===== src/rtl/traffic_pkg.sv =====
// Shared lamp codes, controller states and phase-selection helpers for the
// multi-phase intersection controller.
package traffic_pkg;

  localparam logic [2:0] LAMP_GREEN       = 3'b000;
  localparam logic [2:0] LAMP_FLASH_GREEN = 3'b001;
  localparam logic [2:0] LAMP_YELLOW      = 3'b011;
  localparam logic [2:0] LAMP_RED         = 3'b010;
  localparam logic [2:0] LAMP_FLASH_RED   = 3'b110;

  localparam int MAX_PHASES = 8;

  typedef enum logic [2:0] {
    ST_ALL_RED     = 3'd0,
    ST_GREEN       = 3'd1,
    ST_FLASH_GREEN = 3'd2,
    ST_YELLOW      = 3'd3,
    ST_NIGHT       = 3'd4
  } state_t;

  // First pending phase after cur (wrapping mod n); cur+1 when nothing is pending.
  function automatic int rr_next(input logic [MAX_PHASES-1:0] pend, input int cur, input int n);
    int   pick;
    int   idx;
    logic found;
    pick  = (cur + 1) % n;
    found = 1'b0;
    for (int i = 1; i <= MAX_PHASES; i++) begin
      if (i <= n) begin
        idx = (cur + i) % n;
        if (!found && pend[idx[2:0]]) begin
          pick  = idx;
          found = 1'b1;
        end else begin
          found = found;
        end
      end else begin
        found = found;
      end
    end
    return pick;
  endfunction

  function automatic logic [2:0] lamp_of(input state_t st, input logic is_active);
    logic [2:0] lamp;
    lamp = LAMP_RED;
    case (st)
      ST_NIGHT:       lamp = LAMP_FLASH_RED;
      ST_GREEN:       lamp = is_active ? LAMP_GREEN : LAMP_RED;
      ST_FLASH_GREEN: lamp = is_active ? LAMP_FLASH_GREEN : LAMP_RED;
      ST_YELLOW:      lamp = is_active ? LAMP_YELLOW : LAMP_RED;
      ST_ALL_RED:     lamp = LAMP_RED;
      default:        lamp = LAMP_RED;
    endcase
    return lamp;
  endfunction

endpackage


===== src/rtl/phase_timer.sv =====
// Interval timer: counts cycles spent in the current controller state,
// saturating at all-ones so a long NIGHT interval never wraps.
module phase_timer #(
  parameter int CNT_W = 8
) (
  input  logic             clk,
  input  logic             rstb,
  input  logic             clear,
  output logic [CNT_W-1:0] count
);

  logic [CNT_W-1:0] count_r;

  // Cycle counter, restarted on every state change
  always_ff @(posedge clk or negedge rstb) begin
    if (!rstb) begin
      count_r <= {CNT_W{1'b0}};
    end else if (clear) begin
      count_r <= {CNT_W{1'b0}};
    end else if (count_r != {CNT_W{1'b1}}) begin
      count_r <= count_r + CNT_W'(1);
    end else begin
      count_r <= count_r;
    end
  end

  assign count = count_r;

endmodule


===== src/rtl/traffic_controller.sv =====
// Multi-phase intersection controller: demand-driven green with min/max,
// flashing green, yellow and all-red clearance, round-robin service, night flash.
module traffic_controller
  import traffic_pkg::*;
#(
  parameter int NUM_PHASES    = 2,
  parameter int CNT_W         = 8,
  parameter int GREEN_MIN     = 20,
  parameter int GREEN_MAX     = 60,
  parameter int FLASH_CYCLES  = 4,
  parameter int YELLOW_CYCLES = 6,
  parameter int ALLRED_CYCLES = 3
) (
  input  logic                          clk,
  input  logic                          rstb,
  input  logic [NUM_PHASES-1:0]         req,
  input  logic                          night_mode,
  output logic [3*NUM_PHASES-1:0]       light,
  output logic [$clog2(NUM_PHASES)-1:0] active_phase,
  output logic [NUM_PHASES-1:0]         req_pending
);

  localparam int PH_W = $clog2(NUM_PHASES);

  // Timer value on the last cycle of each interval
  localparam logic [CNT_W-1:0] GMIN_LAST   = CNT_W'(GREEN_MIN - 1);
  localparam logic [CNT_W-1:0] GMAX_LAST   = CNT_W'(GREEN_MAX - 1);
  localparam logic [CNT_W-1:0] FLASH_LAST  = CNT_W'(FLASH_CYCLES - 1);
  localparam logic [CNT_W-1:0] YELLOW_LAST = CNT_W'(YELLOW_CYCLES - 1);
  localparam logic [CNT_W-1:0] ALLRED_LAST = CNT_W'(ALLRED_CYCLES - 1);

  state_t                  state_r;
  state_t                  state_next_s;
  logic [CNT_W-1:0]        count_s;
  logic                    timer_clear_s;
  logic [PH_W-1:0]         active_r;
  logic [PH_W-1:0]         active_next_s;
  logic [PH_W-1:0]         rr_pick_s;
  logic [NUM_PHASES-1:0]   pending_r;
  logic [NUM_PHASES-1:0]   pending_next_s;
  logic [NUM_PHASES-1:0]   active_oh_s;
  logic [NUM_PHASES-1:0]   next_oh_s;
  logic [MAX_PHASES-1:0]   pend8_s;
  logic                    other_demand_s;
  logic                    force_zero_r;
  logic                    force_zero_next_s;
  logic [3*NUM_PHASES-1:0] light_r;
  logic [3*NUM_PHASES-1:0] light_next_s;

  phase_timer #(.CNT_W(CNT_W)) u_timer (
    .clk   (clk),
    .rstb  (rstb),
    .clear (timer_clear_s),
    .count (count_s)
  );

  // Decode of the served phase, competing demand and the round-robin candidate
  always_comb begin
    active_oh_s = {NUM_PHASES{1'b0}};
    pend8_s     = {MAX_PHASES{1'b0}};
    for (int k = 0; k < NUM_PHASES; k++) begin
      active_oh_s[k] = (active_r == PH_W'(k));
      pend8_s[k]     = pending_r[k];
    end
    // A request arriving on the last minimum-green cycle still ends green on time
    other_demand_s = |((pending_r | req) & ~active_oh_s);
    rr_pick_s      = PH_W'(rr_next(pend8_s, int'(active_r), NUM_PHASES));
  end

  // Next-state and next-phase selection
  always_comb begin
    state_next_s      = state_r;
    active_next_s     = active_r;
    force_zero_next_s = force_zero_r;
    case (state_r)
      ST_ALL_RED: begin
        if (count_s >= ALLRED_LAST) begin
          if (night_mode) begin
            state_next_s = ST_NIGHT;
          end else begin
            state_next_s      = ST_GREEN;
            active_next_s     = force_zero_r ? {PH_W{1'b0}} : rr_pick_s;
            force_zero_next_s = 1'b0;
          end
        end else begin
          state_next_s = ST_ALL_RED;
        end
      end
      ST_GREEN: begin
        if ((count_s >= GMAX_LAST) || ((count_s >= GMIN_LAST) && other_demand_s)) begin
          state_next_s = ST_FLASH_GREEN;
        end else begin
          state_next_s = ST_GREEN;
        end
      end
      ST_FLASH_GREEN: begin
        if (count_s >= FLASH_LAST) begin
          state_next_s = ST_YELLOW;
        end else begin
          state_next_s = ST_FLASH_GREEN;
        end
      end
      ST_YELLOW: begin
        if (count_s >= YELLOW_LAST) begin
          state_next_s = ST_ALL_RED;
        end else begin
          state_next_s = ST_YELLOW;
        end
      end
      ST_NIGHT: begin
        if (!night_mode) begin
          state_next_s      = ST_ALL_RED;
          force_zero_next_s = 1'b1;
        end else begin
          state_next_s = ST_NIGHT;
        end
      end
      default: begin
        state_next_s = ST_ALL_RED;
      end
    endcase
  end

  assign timer_clear_s = (state_next_s != state_r);

  // Request latch: set on demand, consumed on green entry, flushed by night mode
  always_comb begin
    next_oh_s = {NUM_PHASES{1'b0}};
    for (int k = 0; k < NUM_PHASES; k++) begin
      next_oh_s[k] = (active_next_s == PH_W'(k));
    end
    if ((state_r == ST_NIGHT) || (state_next_s == ST_NIGHT)) begin
      pending_next_s = {NUM_PHASES{1'b0}};
    end else if (state_r == ST_GREEN) begin
      pending_next_s = pending_r | (req & ~active_oh_s);
    end else if (state_next_s == ST_GREEN) begin
      pending_next_s = (pending_r | req) & ~next_oh_s;
    end else begin
      pending_next_s = pending_r | req;
    end
  end

  // Lamp codes for the state being entered, so light is valid on entry
  always_comb begin
    light_next_s = {NUM_PHASES{LAMP_RED}};
    for (int k = 0; k < NUM_PHASES; k++) begin
      light_next_s[3*k +: 3] = lamp_of(state_next_s, active_next_s == PH_W'(k));
    end
  end

  // Controller state and registered outputs
  always_ff @(posedge clk or negedge rstb) begin
    if (!rstb) begin
      state_r      <= ST_ALL_RED;
      active_r     <= PH_W'(NUM_PHASES - 1);
      pending_r    <= {NUM_PHASES{1'b0}};
      force_zero_r <= 1'b0;
      light_r      <= {NUM_PHASES{LAMP_RED}};
    end else begin
      state_r      <= state_next_s;
      active_r     <= active_next_s;
      pending_r    <= pending_next_s;
      force_zero_r <= force_zero_next_s;
      light_r      <= light_next_s;
    end
  end

  assign light        = light_r;
  assign active_phase = active_r;
  assign req_pending  = pending_r;

endmodule


===== config.mk =====
export PLATFORM = sky130hd
export DESIGN_NAME = traffic_controller
export DESIGN_NICKNAME = d
export VERILOG_FILES = /design/src/rtl/traffic_pkg.sv /design/src/rtl/phase_timer.sv /design/src/rtl/traffic_controller.sv
export SDC_FILE = /design/constraint.sdc
export NUM_CORES = 1
export LEC_CHECK = 0
export CAP_MARGIN = 15
export CORE_UTILIZATION = 55
export DETAILED_ROUTE_END_ITERATION = 12
export GPL_ROUTABILITY_DRIVEN = 1
export PLACE_DENSITY = 0.8
export RECOVER_POWER = 50
export SYNTH_ARGS = -nofsm -noshare
export SYNTH_HDL_FRONTEND = slang
export SYNTH_SLANG_ARGS = --single-unit

===== constraint.sdc =====
create_clock -name clk -period 2.8 [get_ports clk]
set_clock_uncertainty 0.05 [all_clocks]
set_input_delay 0.42 -clock clk [delete_from_list [all_inputs] [get_ports clk]]
set_output_delay 0.42 -clock clk [all_outputs]
set_load 0.05 [all_outputs]

* Yosys cells after proc, flatten, opt, wreduce, memory -nomap -nowiden
Index checks and enable logic that the tools add are counted.
** Storage, ports and cells
- Flip-flop bits (word level) :: 21
- Output and inout bits :: 9
** Operators by class
- Bitwise gates (word level) :: 11
- Muxes and demuxes :: 34
- Magnitude comparators :: 7
- Add/subtract/negate cells :: 3
- Equal/unequal tests :: 13
- Reduce and logical (&&, ||, !) cells :: 10
** Operators with widths (number)
- 3-bit one-hot mux with 4 select lines :: 2
- 2-bit two-way mux :: 9
- 8-bit by 2-bit greater-or-equal comparator with 1-bit output, second input constant :: 2
- 8-bit two-way mux :: 2
- 3-bit one-hot mux with 5 select lines :: 1
- 1-bit two-way mux :: 14
- 3-bit by 2-bit == test with 1-bit output, second input constant :: 4
- 3-bit two-way mux :: 3
- 8-bit by 1-bit adder with 8-bit output, second input constant :: 1
- 8-bit by 3-bit greater-or-equal comparator with 1-bit output, second input constant :: 1
- 8-bit by 5-bit greater-or-equal comparator with 1-bit output, second input constant :: 1
- 8-bit by 6-bit greater-or-equal comparator with 1-bit output, second input constant :: 1
- 3-bit by 4-bit less-than comparator with 1-bit output, second input constant :: 2
- 8-bit inequality test, second input constant :: 1
- 2-bit AND :: 3
- 3-bit by 1-bit == test with 1-bit output, second input constant :: 2
- 3-bit == test, second input constant :: 2
- 2-bit inequality test, second input constant :: 3
- 1-bit binary-select mux with 2-bit select :: 2
- 2-bit inverter :: 2
- 2-bit bitwise OR :: 2
- 4-bit AND reduction :: 1
- 2-bit nonzero test :: 2
- 3-bit zero test :: 1
- 9 further kinds :: 14

* Depth between registers and ports, before layout
Gate-level depths: netlist of run 1.
- Word-level depth :: 18
- Depth in mapped cells :: 8

* Modules after synthesis
Synthesis of run 1 repeated with hierarchy kept, for this count alone.
** Second synthesis, totals
- Cell total of the unflattened synthesis :: 126
- Area total of the unflattened synthesis :: 1198.6 um^2
** By module, submodules not included
- traffic_controller :: cells each 85, times used 1, area an instance 777.0 um^2
- phase_timer :: cells each 41, times used 1, area an instance 421.7 um^2

* Worst setup path after synthesis of run 1
No wires, ideal clock.
- Kind :: register -> register
- From :: reg u_timer.count_r[6], in the netlist u_timer.count[6]
- To :: reg u_timer.count_r[1], in the netlist u_timer.count[1]
- Buffers on the path :: 1
- Stages on the path, launching flop included :: 7
- Setup time :: 0.095 ns
- Data arrival time :: 1.938 ns
- Path slack :: 0.717 ns
- Path through :: dfrtp_1 -> buf_6 -> or4_4 -> o311ai_4 -> o2111ai_1 -> o211a_2 -> nor4b_2
** Between the ends
- Cells in the longest elaborated chain, start to end :: 7
- Elaborated cells on any way between the ends :: 16
** Ends and longest elaborated chain
- from (decl) :: line phase_timer.sv:12 : logic [CNT_W-1:0] count_r;
- from (signal assigned) :: line phase_timer.sv:17 : count_r <= {CNT_W{1'b0}};
- from (signal assigned) :: line phase_timer.sv:19 : count_r <= {CNT_W{1'b0}};
- from (signal assigned) :: line phase_timer.sv:21 : count_r <= count_r + CNT_W'(1);
- 8-bit by 5-bit greater-or-equal comparator with 1-bit output :: line traffic_controller.sv:90 : if ((count_s >= GMAX_LAST) || ((count_s >= GMIN_LAST) && other_demand_s)) begin
- 1-bit logical AND :: line traffic_controller.sv:90
- 1-bit logical OR :: line traffic_controller.sv:90
- 2-bit two-way mux :: line traffic_controller.sv:90
- 3-bit one-hot mux with 5 select lines :: line traffic_controller.sv:75 : case (state_r)
- 3-bit inequality test :: line traffic_controller.sv:124 : assign timer_clear_s = (state_next_s != state_r);
- 8-bit two-way mux or 2-bit nonzero test (tied branches)
Several ways; a longest one is shown, not always the timed one.
A chain may end at the register's enable or synchronous reset.

* Worst setup path after layout of run 1
Same ends and word-level chain as after synthesis.

==> metrics.csv, run 1 <==
stage,metric,value,unit
status,outcome,"finished, final reports clean",
routing,Iter 0 DRT Violations,40,
sta,Final Hold Fails,0,
floorplanning,Die Width,49.4,um
grt,total track usage,24.3,%
floorplanning,initial core utilization,60.5,%
worst_setup_path,Required @ worst endpoint,2980,ps
synth,"Avg Cell Area, Syn",9.29,um^2
worst_setup_path,critical path arrival,2480,ps
synth,Post-Syn Nets,142,
synth,Synth Warn #,0,
final_layout,most frequent cells in the layout,"17 x dfrtp_1, 11 x inv_1, 11 x nor3_1",
power,Leakage Power,0.607,nW
sta,Worst Max-Slew Pin Slew,863,ps
placement,RD Place Congestion,0.883,
worst_setup_path,"Max FO, Critical Path",9,
clock_network,post-CTS resize count,0,
final_layout,area grow syn2layout,13.6,%
synth,#FFs+latches synth,20,
routing,DRC,0,
synth,number of distinct library cells after synthesis,47,
clock_network,worst-skew pair later-pin latency,310,ps
clock_network,Clock Path Buffers,2,
placement,hpwl dp,1790,um
sta,setup repair after global routing missed its margin,no,
clock_network,Root Buffer,clkbuf_4,
clock_network,H-tree levels,1,
synth,Synth Flop Type,dfrtp_1,
clock_network,clk sinks,20,
clock_network,cts bufs inserted,3,
synth,sequential share of the synthesized area,40.8,%
placement,number of cells after detailed placement,164,
final_layout,Nets,151,
synth,Synth Instances,133,
clock_network,CTS tree,built,
final_layout,"commonest non-fill, non-tap cell in the layout",dfrtp_1,
power,pwr dens,1030,nW/um^2
worst_setup_path,Worst Setup End Kind,register,
floorplanning,core area,2040,um^2
worst_setup_path,WS Path Type,reg2reg,
min_path,Worst Hold Class,reg2reg,
sta,period utilization,82.0,%
routing,DR WL/cell,15.4,um
sta,Sum Neg Setup Slack,0,ps
grt,initial antenna violation count,0,
grt,global-route wire length before repair,4530,um
sta,final setup fails,0,
floorplanning,Die Footprint,2440,um^2
synth,Post-synth ARST share,100,%
grt,pin count of the biggest net entering global routing,21,
placement,IO buf count,13,
floorplanning,Die H,49.4,um
floorplanning,Cell Rows,16,
worst_setup_path,Worst Setup Start Kind,register,
final_layout,Final Non-Filler Cells,168,
worst_setup_path,Reg-to-Reg Start,u_timer.count[6],
sta,Max Fclk,435,MHz
grt,number of global-route vias before repair,953,
sta,fin crit period,2300,ps
sta,Slew Limit Fails,0,
power,peak supply drop,759,uV
job,Max-Cap Viols,0,
min_path,min-delay src,force_zero_r,
final_layout,layout cells sized above 1,9.22,%
routing,final WL,2590,um
clock_network,hold_buf cts,0,
clock_network,number of setup buffers added after CTS,0,
synth,Post-synth EDFFs,0,
grt,Overflow after GRT,0,
routing,1st-pass router iterations,4,
worst_setup_path,Critical path origin,u_timer.count[6],
routing,routed vias,1062,
routing,ANT nets after route,0,
final_layout,number of diodes,0,
sta,slew margin rel.,42.2,%
final_layout,Fillers,166,
routing,Vias/cell,6.32,
synth,post-synthesis cell area,1240,um^2
clock_network,clk slew on worst S/H paths,120,ps
floorplanning,IO Pins,14,
-- worst paths after layout --
| check | to | slack [ps] | cells past startpoint |
|---|---|---|---|
| max in group asynchronous | u_timer.count[2] | 1570 | 1 |
| min | force_zero_r | 520 | 1 |
| max reg2reg | u_timer.count[1] | 500 | 5 |
| min in group asynchronous | force_zero_r | 600 | 1 |
| max | u_timer.count[1] | 500 | 5 |
| min reg2reg | force_zero_r | 520 | 1 |
-- synth_stat cells, types with 4 or more instances --
master | instances | area [um^2]
a21oi_1 | 4 | 20.0
nand3_1 | 4 | 20.0
nor2_1 | 10 | 37.5
o211ai_1 | 4 | 30.0
clkbuf_1 | 7 | 26.3
ha_1 | 4 | 50.1
inv_1 | 11 | 41.3
a31oi_1 | 4 | 25.0
nand2_1 | 7 | 26.3
nor3_1 | 11 | 55.1
dfrtp_1 | 17 | 425
-- logic make-up after synthesis --
family | share of synthesized area, %
AO/OA/AOI/OAI | 23.5
buffers and inverters | 6.98
flip-flops | 40.8
AND/OR/NAND/NOR | 23.2
adder cells (fa/ha/maj) | 4.86
XOR/XNOR | 0.709
-- area by class of cell --
class	count	area, um^2	area share, %
Clock buffer	3	22.5	1.60
Multi-Input combinational cell	93	642	45.7
Clock inverter	1	30.0	2.14
Sequential cell	20	504	35.9
Inverter	11	41.3	2.94
Timing Repair Buffer	13	130	9.27
Tap cell	27	33.8	2.41
-- through the flow --
| stage | cell area (um^2) | setup slack (ps) | utilization [%] | total power [mW] | hold WS, ps |
|---|---|---|---|---|---|
| after floorplan | 1240 | 717 | - | 1.01 | 74.4 |
| after CTS | 1410 | 556 | 68.9 | 1.44 | 518 |
| after global placement | 1360 | 514 | 66.4 | 1.18 | 477 |
| after global routing | 1400 | 340 | 68.8 | 1.53 | 541 |
| final | 1400 | 504 | 68.8 | 1.44 | 522 |
| after detailed placement | 1360 | 435 | 66.4 | 1.20 | 487 |
-- flip-flops by register name, summed over array words and instances (netlist names) --
register	flops
active_phase	1
u_timer.count	8
state_r	3
req_pending	2
force_zero_r	1
light	5
-- power breakdown --
group,switching (mW),internal (mW)
sequential,0.106,0.376
clock,0.0949,0.145
combinational,0.442,0.275
-- critical path: stages (launching register included) --
cell and delay [ps]:
dfrtp_1 490, or4_1 640, o311ai_4 380, o2111ai_1 170, o211a_2 220, nor4b_2 270
-- per-layer routing --
layer  part of all wire [%]  track usage (%)  vias to the layer above  wire [um]
li1                       -                -                      507          -
met1                     43             33.3                      513       1120
met2                     50             39.7                       35       1300
met3                    4.7             1.87                        7        121
met4                    1.9             9.52                        0         48
met5                      0                0                        -          0
Power figures use the tool's default switching activity.
==> inputs of run 2 (changes only) <==
--- a/config.mk
+++ b/config.mk
@@ -6,10 +6,10 @@
 export NUM_CORES = 1
 export LEC_CHECK = 0
 export CAP_MARGIN = 15
-export CORE_UTILIZATION = 55
+export CORE_UTILIZATION = 49
 export DETAILED_ROUTE_END_ITERATION = 12
 export GPL_ROUTABILITY_DRIVEN = 1
-export PLACE_DENSITY = 0.8
+export PLACE_DENSITY = 0.76
 export RECOVER_POWER = 50
 export SYNTH_ARGS = -nofsm -noshare
 export SYNTH_HDL_FRONTEND = slang
==> constraint.sdc (replaced) <==
create_clock -name clk -period 2 [get_ports clk]
set_clock_uncertainty 0.05 [all_clocks]
set_input_delay 0.3 -clock clk [delete_from_list [all_inputs] [get_ports clk]]
set_output_delay 0.3 -clock clk [all_outputs]
set_load 0.05 [all_outputs]
==> metrics.csv, run 2 (synthesis gave the netlist of run 1 again) <==
stage,metric,value,unit
min_path,Worst Hold Class,reg2reg,
worst_setup_path,"Max FO, Critical Path",8,
grt,pin count of the biggest net entering global routing,21,
sta,Slew Limit Fails,0,
placement,IO buf count,13,
power,pwr dens,1390,nW/um^2
sta,Worst Max-Slew Pin Slew,1110,ps
sta,slew margin rel.,25.8,%
sta,minimum hold slack,526,ps
min_path,Hold EP,force_zero_r,
clock_network,Root Buffer,clkbuf_4,
final_layout,area grow syn2layout,32.7,%
clock_network,Clock Path Buffers,2,
final_layout,Fillers,158,
worst_setup_path,R2R depth,5,
routing,Iter 0 DRT Violations,64,
routing,routed vias,1211,
grt,Overflow after GRT,0,
final_layout,layout cells sized above 1,27.5,%
sta,final setup fails,5,
routing,final WL,3440,um
placement,pre-CTS WS,-56.9,ps
min_path,min-delay src,force_zero_r,
clock_network,clk slew on worst S/H paths,130,ps
routing,Vias/cell,6.44,
sta,Final Hold Fails,0,
floorplanning,Die Footprint,2730,um^2
grt,total track usage,27.1,%
floorplanning,Die H,52.2,um
placement,hpwl dp,2320,um
status,failing checks,negative setup slack,
power,overall power,2.28,mW
worst_setup_path,WS Path Type,reg2reg,
sta,final worst slack,-80.7,ps
final_layout,Final Non-Filler Cells,188,
floorplanning,core area,2300,um^2
worst_setup_path,Required @ worst endpoint,2200,ps
worst_setup_path,critical path arrival,2280,ps
worst_setup_path,r2r endpoint,u_timer.count[7],
clock_network,clk sinks,20,
routing,ANT nets after route,0,
worst_setup_path,R2R Setup Slk,-80,ps
final_layout,flip-flop count of the largest register after layout,8,
sta,Sum Neg Setup Slack,-263,ps
sta,Max Fclk,481,MHz
final_layout,number of diodes,0,
grt,global-route wire length before repair,5280,um
clock_network,worst-skew pair later-pin latency,310,ps
floorplanning,initial core utilization,53.8,%
status,outcome,"complete, but fails checks",
sta,setup repair after global routing missed its margin,yes,
sta,period utilization,104,%
floorplanning,IO Pins,14,
power,Leakage Power,0.724,nW
job,Max-Cap Viols,0,
power,peak supply drop,1050,uV
worst_setup_path,Reg-to-Reg Start,u_timer.count[7],
clock_network,H-tree levels,1,
floorplanning,Die Width,52.2,um
final_layout,final core occ,71.4,%
routing,DRC,0,
sta,fin crit period,2080,ps
floorplanning,Cell Rows,17,
worst_setup_path,Worst Setup Start Kind,register,
clock_network,CTS tree,built,
routing,1st-pass router iterations,4,
final_layout,most frequent cells in the layout,"18 x buf_4, 17 x dfrtp_1, 11 x inv_1",
final_layout,final instance area,1640,um^2
grt,initial antenna violation count,0,
grt,number of global-route vias before repair,1138,
placement,number of cells after detailed placement,179,
routing,DR WL/cell,18.3,um
worst_setup_path,Worst Setup End Kind,register,
final_layout,"commonest non-fill, non-tap cell in the layout",buf_4,
placement,RD Place Congestion,1.04,
min_path,Hold Crit Depth,1,
placement,area post-placement,1460,um^2
clock_network,cts bufs inserted,3,
final_layout,Nets,170,
-- run 2: changes by cell type in the layout (fill, tap and decap cells not counted), sizes merged --
| cell | previous run | this run |
|---|---|---|
| dlymetal6s2s | 0 | 1 |
| dlygate4sd3 | 3 | 1 |
| clkdlybuf4s50 | 10 | 9 |
| buf | 0 | 19 |
| dlygate4sd2 | 0 | 1 |
| clkbuf | 3 | 4 |
-- run 2: final cells by class --
class	count	area (um^2)	area share, %
clock buffer	3	22.5	1.37
multi-input combinational	93	736	44.9
timing repair buffer	32	272	16.6
tap	28	35.0	2.14
sequential	20	504	30.7
clock inverter	1	30.0	1.83
inverter	11	41.3	2.52
-- run 2: routing by layer --
metal	vias to the layer above	part of all wire [%]	GRT usage, %	wire length, um
li1	552	-	-	-
met1	564	41	35.2	1410
met2	84	47	43.8	1610
met3	11	9.1	4.06	313
met4	0	2.9	13.2	100
met5	-	0	0	0
-- run 2: report_power, final --
group          total, mW  switching, mW  internal, mW
sequential         0.664          0.137         0.527
clock              0.339          0.137         0.203
combinational       1.27          0.744         0.529
total               2.28           1.02          1.26
-- run 2: worst max-delay path: stages (launching register included) --
cell,delay [ps]
dfrtp_1,400
or4_4,570
o311ai_4,280
o2111ai_2,210
o211a_4,220
and4bb_2,290
-- run 2: repair_timing --
item                       4_1_cts  5_1_grt
setup endpoints to repair        9       15
hold buffers                     0        0
setup buffers                    4        1
resized for setup                8       12
pin swaps                        7        5
-- run 2: worst max-delay path by stage --
stage | slack [ps] | cells after the start | startpoint | endpoint
after floorplan | 20 | 6 | u_timer.count[6] | u_timer.count[1]
after CTS | -30 | 6 | u_timer.count[1] | u_timer.count[1]
after detailed placement | -60 | 5 | u_timer.count[2] | u_timer.count[1]
final | -80 | 5 | u_timer.count[7] | u_timer.count[7]
after global routing | -120 | 5 | u_timer.count[7] | u_timer.count[7]
after global placement | -30 | 6 | req[0] | u_timer.count[6]
